--- src/rtl/encolador_botones.sv ---
// Button command queue: 2-flop sync + debounce per button, priority encode of presses, small FIFO.
// Latency: 2 sync + DEBOUNCE_CYCLES + 1 edge + 1 write cycles from raw edge; cmd valid 1 cycle after rd_en.
// Backpressure: full FIFO drops presses (overflow pulse, saturating drop_cnt); CMD_DEDUP_EN drops repeat codes.
module encolador_botones #(
    parameter int DEBOUNCE_CYCLES = 1000000,
    parameter int DEPTH           = 4,
    parameter int AW              = 2
) (
    input  logic       clk,
    input  logic       rst,
    input  logic       arriba,
    input  logic       abajo,
    input  logic       izquierda,
    input  logic       derecha,
    input  logic       pausa,
    input  logic       rd_en,
    output logic [2:0] cmd,
    output logic       empty,
    output logic       full,
    output logic       overflow,
    output logic [7:0] drop_cnt
);
    localparam int CW = (DEBOUNCE_CYCLES > 1) ? $clog2(DEBOUNCE_CYCLES) : 1;
    localparam logic [CW-1:0] CNT_MAX = CW'(DEBOUNCE_CYCLES - 1);
    localparam logic [AW:0]   CNT_FULL = (AW + 1)'(DEPTH);

    // Bit order doubles as priority order: bit 4 (pausa) wins.
    logic [4:0]    btn_raw;
    logic [4:0]    sync1_q, sync2_q;
    logic [4:0]    deb_q, deb_d, deb_prev_q;
    logic [CW-1:0] cnt_q [5];
    logic [CW-1:0] cnt_d [5];
    logic [4:0]    press;
    logic [2:0]    code_d;
    logic          evt_d;

    logic          wr_vld_q;
    logic [2:0]    wr_code_q;
    logic [2:0]    mem [DEPTH];
    logic [AW-1:0] wr_ptr_q, rd_ptr_q;
    logic [AW:0]   count_q;
    logic [2:0]    cmd_q;
    logic          ovf_q;
    logic [7:0]    drop_q;
    logic          dup;
    logic          do_wr, do_rd, ovf_d;

    assign btn_raw = {pausa, arriba, abajo, izquierda, derecha};

    always_comb begin
        for (int i = 0; i < 5; i++) begin
            deb_d[i] = deb_q[i];
            cnt_d[i] = '0;
            if (sync2_q[i] != deb_q[i]) begin
                if (cnt_q[i] == CNT_MAX) begin
                    deb_d[i] = sync2_q[i];
                end else begin
                    cnt_d[i] = cnt_q[i] + 1'b1;
                end
            end
        end
    end

    assign press = deb_q & ~deb_prev_q;

    always_comb begin
        code_d = 3'd0;
        if (press[4])      code_d = 3'd5;
        else if (press[3]) code_d = 3'd1;
        else if (press[2]) code_d = 3'd2;
        else if (press[1]) code_d = 3'd3;
        else if (press[0]) code_d = 3'd4;
    end
    assign evt_d = |press;

    assign empty = (count_q == '0);
    assign full  = (count_q == CNT_FULL);

`ifdef CMD_DEDUP_EN
    logic [2:0] last_q;
    // Pause is exempt so a pause/resume pair is never collapsed.
    assign dup = (wr_code_q == last_q) && !empty && (wr_code_q != 3'd5);
    always_ff @(posedge clk) begin
        if (rst) begin
            last_q <= 3'd0;
        end else if (do_wr) begin
            last_q <= wr_code_q;
        end
    end
`else
    assign dup = 1'b0;
`endif

    assign do_rd = rd_en && !empty;
    assign do_wr = wr_vld_q && !dup && (!full || rd_en);
    assign ovf_d = wr_vld_q && !dup && full && !rd_en;

    always_ff @(posedge clk) begin
        if (rst) begin
            sync1_q    <= '0;
            sync2_q    <= '0;
            deb_q      <= '0;
            deb_prev_q <= '0;
            for (int i = 0; i < 5; i++) cnt_q[i] <= '0;
            wr_vld_q   <= 1'b0;
            wr_code_q  <= 3'd0;
            wr_ptr_q   <= '0;
            rd_ptr_q   <= '0;
            count_q    <= '0;
            cmd_q      <= 3'd0;
            ovf_q      <= 1'b0;
            drop_q     <= 8'd0;
        end else begin
            sync1_q    <= btn_raw;
            sync2_q    <= sync1_q;
            deb_q      <= deb_d;
            deb_prev_q <= deb_q;
            for (int i = 0; i < 5; i++) cnt_q[i] <= cnt_d[i];
            wr_vld_q   <= evt_d;
            wr_code_q  <= code_d;
            if (rd_en) begin
                cmd_q <= empty ? 3'd0 : mem[rd_ptr_q];
            end
            if (do_rd) rd_ptr_q <= rd_ptr_q + 1'b1;
            if (do_wr) wr_ptr_q <= wr_ptr_q + 1'b1;
            case ({do_wr, do_rd})
                2'b10:   count_q <= count_q + 1'b1;
                2'b01:   count_q <= count_q - 1'b1;
                default: count_q <= count_q;
            endcase
            ovf_q <= ovf_d;
            if (ovf_d && drop_q != 8'hFF) begin
                drop_q <= drop_q + 1'b1;
            end
        end
    end

    // Storage needs no reset: occupancy count alone defines what is valid.
    always_ff @(posedge clk) begin
        if (do_wr) begin
            mem[wr_ptr_q] <= wr_code_q;
        end
    end

    assign cmd      = cmd_q;
    assign overflow = ovf_q;
    assign drop_cnt = drop_q;
endmodule

--- config.mk ---
export PLATFORM = sky130hd
export DESIGN_NAME = encolador_botones
export DESIGN_NICKNAME = d
export VERILOG_FILES = /design/src/rtl/encolador_botones.sv
export SDC_FILE = /design/constraint.sdc
export NUM_CORES = 1
export LEC_CHECK = 0
export ABC_AREA = 0
export ABC_CLOCK_PERIOD_IN_PS = 2800
export CAP_MARGIN = 20
export CORE_UTILIZATION = 30
export DETAILED_ROUTE_END_ITERATION = 8
export HOLD_SLACK_MARGIN = 0.15
export PLACE_DENSITY_LB_ADDON = 0.15
export SYNTH_ARGS = -nofsm -noshare
export SYNTH_HDL_FRONTEND = slang
export SYNTH_SLANG_ARGS = --single-unit
export TNS_END_PERCENT = 1
--- constraint.sdc ---
create_clock -name clk -period 2.8 [get_ports clk]
set_input_delay 0.42 -clock clk [delete_from_list [all_inputs] [get_ports clk]]
set_output_delay 0.42 -clock clk [all_outputs]
set_load 0.02 [all_outputs]
## Yosys cells after proc, flatten, opt, wreduce, memory -nomap -nowiden

Memories as Yosys holds them, arrays and structs flattened. A register that Yosys moved wholly into a read port is not among the register bits.
Index checks and enable logic that the tools add are counted.

- $add $sub $neg: 10
- Equal/unequal tests: 14
- Multiplexer cells: 29
- Bitwise operators: 7
- Reduce and logical (&&, ||, !) cells: 18

Operators with widths:

| operator | number |
|---|---|
| $mux W20 | 15 |
| $add A20 B1 Y20 const B | 5 |
| $eq A20 B20 Y1 const B | 5 |
| $mux W3 | 6 |
| $reduce_and A2 Y1 | 5 |
| $add A8 B1 Y8 const B | 1 |
| $ne A8 B8 Y1 const B | 1 |
| $pmux W3 S2 | 1 |
| $and A5 B5 Y5 | 1 |
| $logic_and A1 B1 Y1 | 5 |
| $mux W1 | 5 |
| $ne A1 B1 Y1 | 5 |
| $not A5 Y5 | 1 |
| $or A1 B1 Y1 | 5 |
| $reduce_or A5 Y1 | 1 |
| $add A2 B1 Y2 const B | 2 |
| $mux W2 | 2 |
| $add A3 B1 Y3 const B | 1 |
| $eq A3 B3 Y1 const B | 1 |
| $logic_not A1 Y1 | 3 |
| $logic_not A3 Y1 | 1 |
| $reduce_or A3 Y1 | 1 |
| $sub A3 B1 Y3 const B | 1 |
| $eq A2 B1 Y1 const B | 1 |
| other kinds (3) | 3 |

- Register bits after elaboration: 43
- Bits in writable memories: 112
- Output and inout bits: 14
- Word-level logic and storage cells: 97
- Memories: 2

Memory list:

| name | words | width | rd ports | clocked after Yosys merged registers in | write ports | line | source |
|---|---|---|---|---|---|---|---|
| cnt_q | 5 | 20 | 5 | 0 | 5 | 31 | `logic [CW-1:0] cnt_q [5];` |
| mem | 4 | 3 | 1 | 1 | 1 | 39 | `logic [2:0] mem [DEPTH];` |

## Depth between registers and ports, before layout

- Depth in word-level cells: 7
- Mapped depth: 9
- Depth with buffers taken out: 9

## Worst setup path after synthesis

No wires, ideal clock.

- Path kind: flip-flop to flip-flop
- Start point: register count_q[0]
- End point: register count_q[2]
- Library setup time: 0.071 ns
- Data arrival time: 2.166 ns
- Required time: 2.729 ns
- Slack: 0.564 ns
- Cell stages (with the launch flop): 10
- Path through: dfxtp_1 > or3b_1 > o21a_1 > inv_1 > ha_1 > inv_1 > fa_1 > xor2_1 > or3_1 > a21oi_1

- Longest elaborated chain between the ends: 6
- Elaborated cells between the ends (all ways): 13
- Classes of those cells: add/sub: 2; eq/ne: 3; mux: 1; reduce/logical: 7

RTL lines:

| element | line | source |
|---|---|---|
| start: declaration | 41 | `logic [AW:0] count_q;` |
| start signal: assignment | 127 | `2'b10: count_q <= count_q + 1'b1;` |
| start signal: assignment | 128 | `2'b01: count_q <= count_q - 1'b1;` |
| start signal: assignment | 129 | `default: count_q <= count_q;` |
| $eq A3 B3 Y1 | 77 | `assign full = (count_q == CNT_FULL);` |
| $logic_not A1 Y1 | 95 | `assign do_wr = wr_vld_q && !dup && (!full \|\| rd_en);` |
| $logic_or A1 B1 Y1 | 95 |  |
| $logic_and A1 B1 Y1 | 95 |  |
| $eq A2 B1 Y1 or $eq A2 B2 Y1 (tied branches) | 126 | `case ({do_wr, do_rd})` |
| $pmux W3 S2 or $reduce_bool A2 Y1 (tied branches) | n/a |  |

Several ways; a longest one is shown, not always the timed one.
A chain may end at the register's enable or synchronous reset.

## Worst setup path in the final report

- Start point: register count_q[2]
- End point: register count_q[2]

Same word-level chain as after synthesis.

==> flow_metrics.tcl <==
set metrics [dict create \
    synthTopCellsByCount "dfxtp_1, nor2_1, a21oi_1" \
    drt_first_pass_iters 4 \
    finalHoldViolCount 0 \
    path_max_fanout 7 \
    grt_pass1_wl_um 22200 \
    cp-start-kind "flop" \
    num_rows 54 \
    grt.overflow.total 0 \
    cts_root_buf "clkbuf_16" \
    via_count 5094 \
    fmax_mhz 403 \
    clock-sinks 157 \
    ir_worst_vdd_v 0.000381 \
    coreArea_mm2 0.0219 \
    cts_buffers 17 \
    hold_end "cnt_q[0][0]" \
    synth_warnings 0 \
    critPathCaptureType "flop" \
    clk_pin_slew_ns 0.06 \
    final_nets 766 \
    wirelength_um 12900 \
    pwr_density_cell_mw_per_mm2 617 \
    fin_crit_sh 0.887 \
    clkPwrFrac 0.522 \
    outcome "completed" \
    ys_types 55 \
    rr_worst_depth 9 \
    synth-seq-cells 157 \
    whs_ns 0.441 \
    period_minus_slack_ns 2.48 \
    gp_congestion 0.763 \
    routedWlPerCell_um 12.4 \
    power_report.internal_total_mw 3.90 \
    tightest_slew_ns 0.484 \
    area_delta_synth_final_pct 17.3 \
    design.die.area_mm2 0.0230 \
    cts_buffer_depth 2 \
    switchingPower_mw 0.949 \
    slew_violations 0 \
    drtAntennaViolNets 0 \
    ys_seq_area_frac 0.486 \
    drt-vias-per-instance 4.90 \
    synth_top_area_share 0.433 \
    syn_area_mm2 0.00671 \
    tns_ns 0 \
    whs_path_depth 1 \
    grt_pass1_vias 4905 \
    worstHoldStart "cnt_q[0][0]" \
    rsz0062_at_grt "false" \
    setup_slack_ns 0.317 \
    drive_gt1_frac 0.0738 \
    power_mw 4.85 \
    leakagePower_nw 2.38 \
    diodes 0 \
    synthCells 725 \
    synth.most_common_cell "dfxtp_1" \
    cts_resized 0 \
    syn_nets 745 \
    start_util 0.306 \
    placed_cell_area_mm2 0.00721 \
    synth-edff-count 12 \
    seqPwrFrac 0.468 \
    dp_cells 1007 \
    hpwl_um 8930 \
    post-place-ws_ns 0.0743 \
    place.port_buffers 21 \
    drc 0 \
    antenna_found_initial 0 \
    yosysTopAreaCell "dfxtp_1" \
    stdcell_count 1039 \
    final_cell_area_mm2 0.00787 \
    cts_setup_buffers 0 \
    slew_headroom 0.672 \
    cts_hold_buf 0 \
    reg2reg_slack_ns 0.32 \
    grt_max_degree 28 \
    h-tree-depth 4 \
    worst_r2r_endpoint "count_q[2]" \
    hp-class "flop to flop" \
    r2r-start "count_q[2]" \
    ios 22 \
    die_h_um 152 \
    worstPathRequired_ns 3.15 \
    avgSynthCellArea_um2 9.25 \
    finalSetupViolations 0 \
    clock_latency_ns 0.42 \
    cap_violations 0 \
    p_sw_frac 0.195 \
    criticalPathCategory "flop to flop" \
    drt_iter0_markers 216 \
    ys.flop_type "dfxtp_1" \
    fin_util 0.359 \
    comb_power_share 0.010 \
    cp_data_arrival_time_ns 2.83 \
    tritoncts "yes" \
    grt_usage 0.120 \
    finClkSkew_ns 0.00994 \
    die_w_um 152 \
    synthTopCellsByArea "dfxtp_1, edfxtp_1, nor2_1, xor2_1, xnor2_1" \
    async_reset_ff_frac 0 \
]
kinds of logic after synthesis:
| family | share of synthesized area |
|---|---|
| multiplexers | 0.0116 |
| buffers and inverters | 0.0319 |
| AO/OA/AOI/OAI | 0.0912 |
| flip-flops | 0.486 |
| adder cells (fa/ha/maj) | 0.0235 |
| AND/OR/NAND/NOR | 0.265 |
| XOR/XNOR | 0.0901 |
cells in the final DEF, fill, tap and decap left out, types with 4 or more instances in the layout:
cell type and count:
dfxtp_1 145, nor2_1 89, a21oi_1 50, nand2_1 38
xor2_1 36, nand3_1 33, xnor2_1 33, inv_1 29
or3_1 26, nand4_1 24, o21ai_0 24, or4_1 23
nor2b_1 20, clkdlybuf4s50_1 20, o31ai_1 18, clkbuf_16 18
edfxtp_1 12, ha_1 11, nor3_1 8, nor4_1 7
and4_1 7, nor4b_1 7, buf_4 7, and2_1 6
and3_1 6, nand2b_1 4, o21ai_1 4, bufinv_16 4
worst max-delay path, stage by stage, from the launching register on:
cell     delay (ns)
dfxtp_1        0.38
or3b_1         0.39
o21a_1         0.26
inv_1          0.11
ha_1           0.20
inv_1          0.07
fa_1           0.38
xor2_1         0.16
or3_1          0.31
a21oi_1        0.15
final cells by class:
type / instances / area, um2
clock buffers: 23 / 499
clock inverters: 9 / 156
fillers: 2225 / 14000
inverters: 29 / 109
repair buffers: 28 / 258
well taps: 280 / 350
flip-flops and latches: 157 / 3260
multi-input cells: 513 / 3230
power groups by stage:
| stage | sequential [mW] | clock (mW) | combinational (mW) |
|---|---|---|---|
| after floorplan | 2.32 | 0 | 0.0296 |
| after global placement | 2.32 | 0 | 0.0499 |
| after detailed placement | 2.32 | 0 | 0.0506 |
| after CTS | 2.27 | 2.60 | 0.0508 |
| after global routing | 2.27 | 2.70 | 0.0563 |
| final | 2.27 | 2.53 | 0.0491 |
metal layers:
layer / vias to the layer above / track usage / share of wire
li1: 2608 / - / -
met1: 2412 / 0.145 / 0.48
met2: 61 / 0.205 / 0.48
met3: 13 / 0.0314 / 0.027
met4: 0 / 0.0450 / 0.012
met5: - / 0 / 0
worst max path at each step:
| stage | start | end |
|---|---|---|
| floorplan | count_q[0] | count_q[2] |
| CTS | count_q[2] | count_q[2] |
| global placement | rd_en | count_q[2] |
| finish | count_q[2] | count_q[2] |
| global route | count_q[2] | count_q[2] |
| detailed placement | rd_en | count_q[2] |
state kept, by name, indices dropped and copies added (netlist names), 3 cells and up, named ones only:
name	count
mem	12
wr_code_q	3
drop_cnt	8
count_q	3
sync1_q	5
deb_prev_q	5
cnt_q	100
cmd	3
sync2_q	5
deb_q	5
No activity file was read; power rests on OpenSTA's default activity.
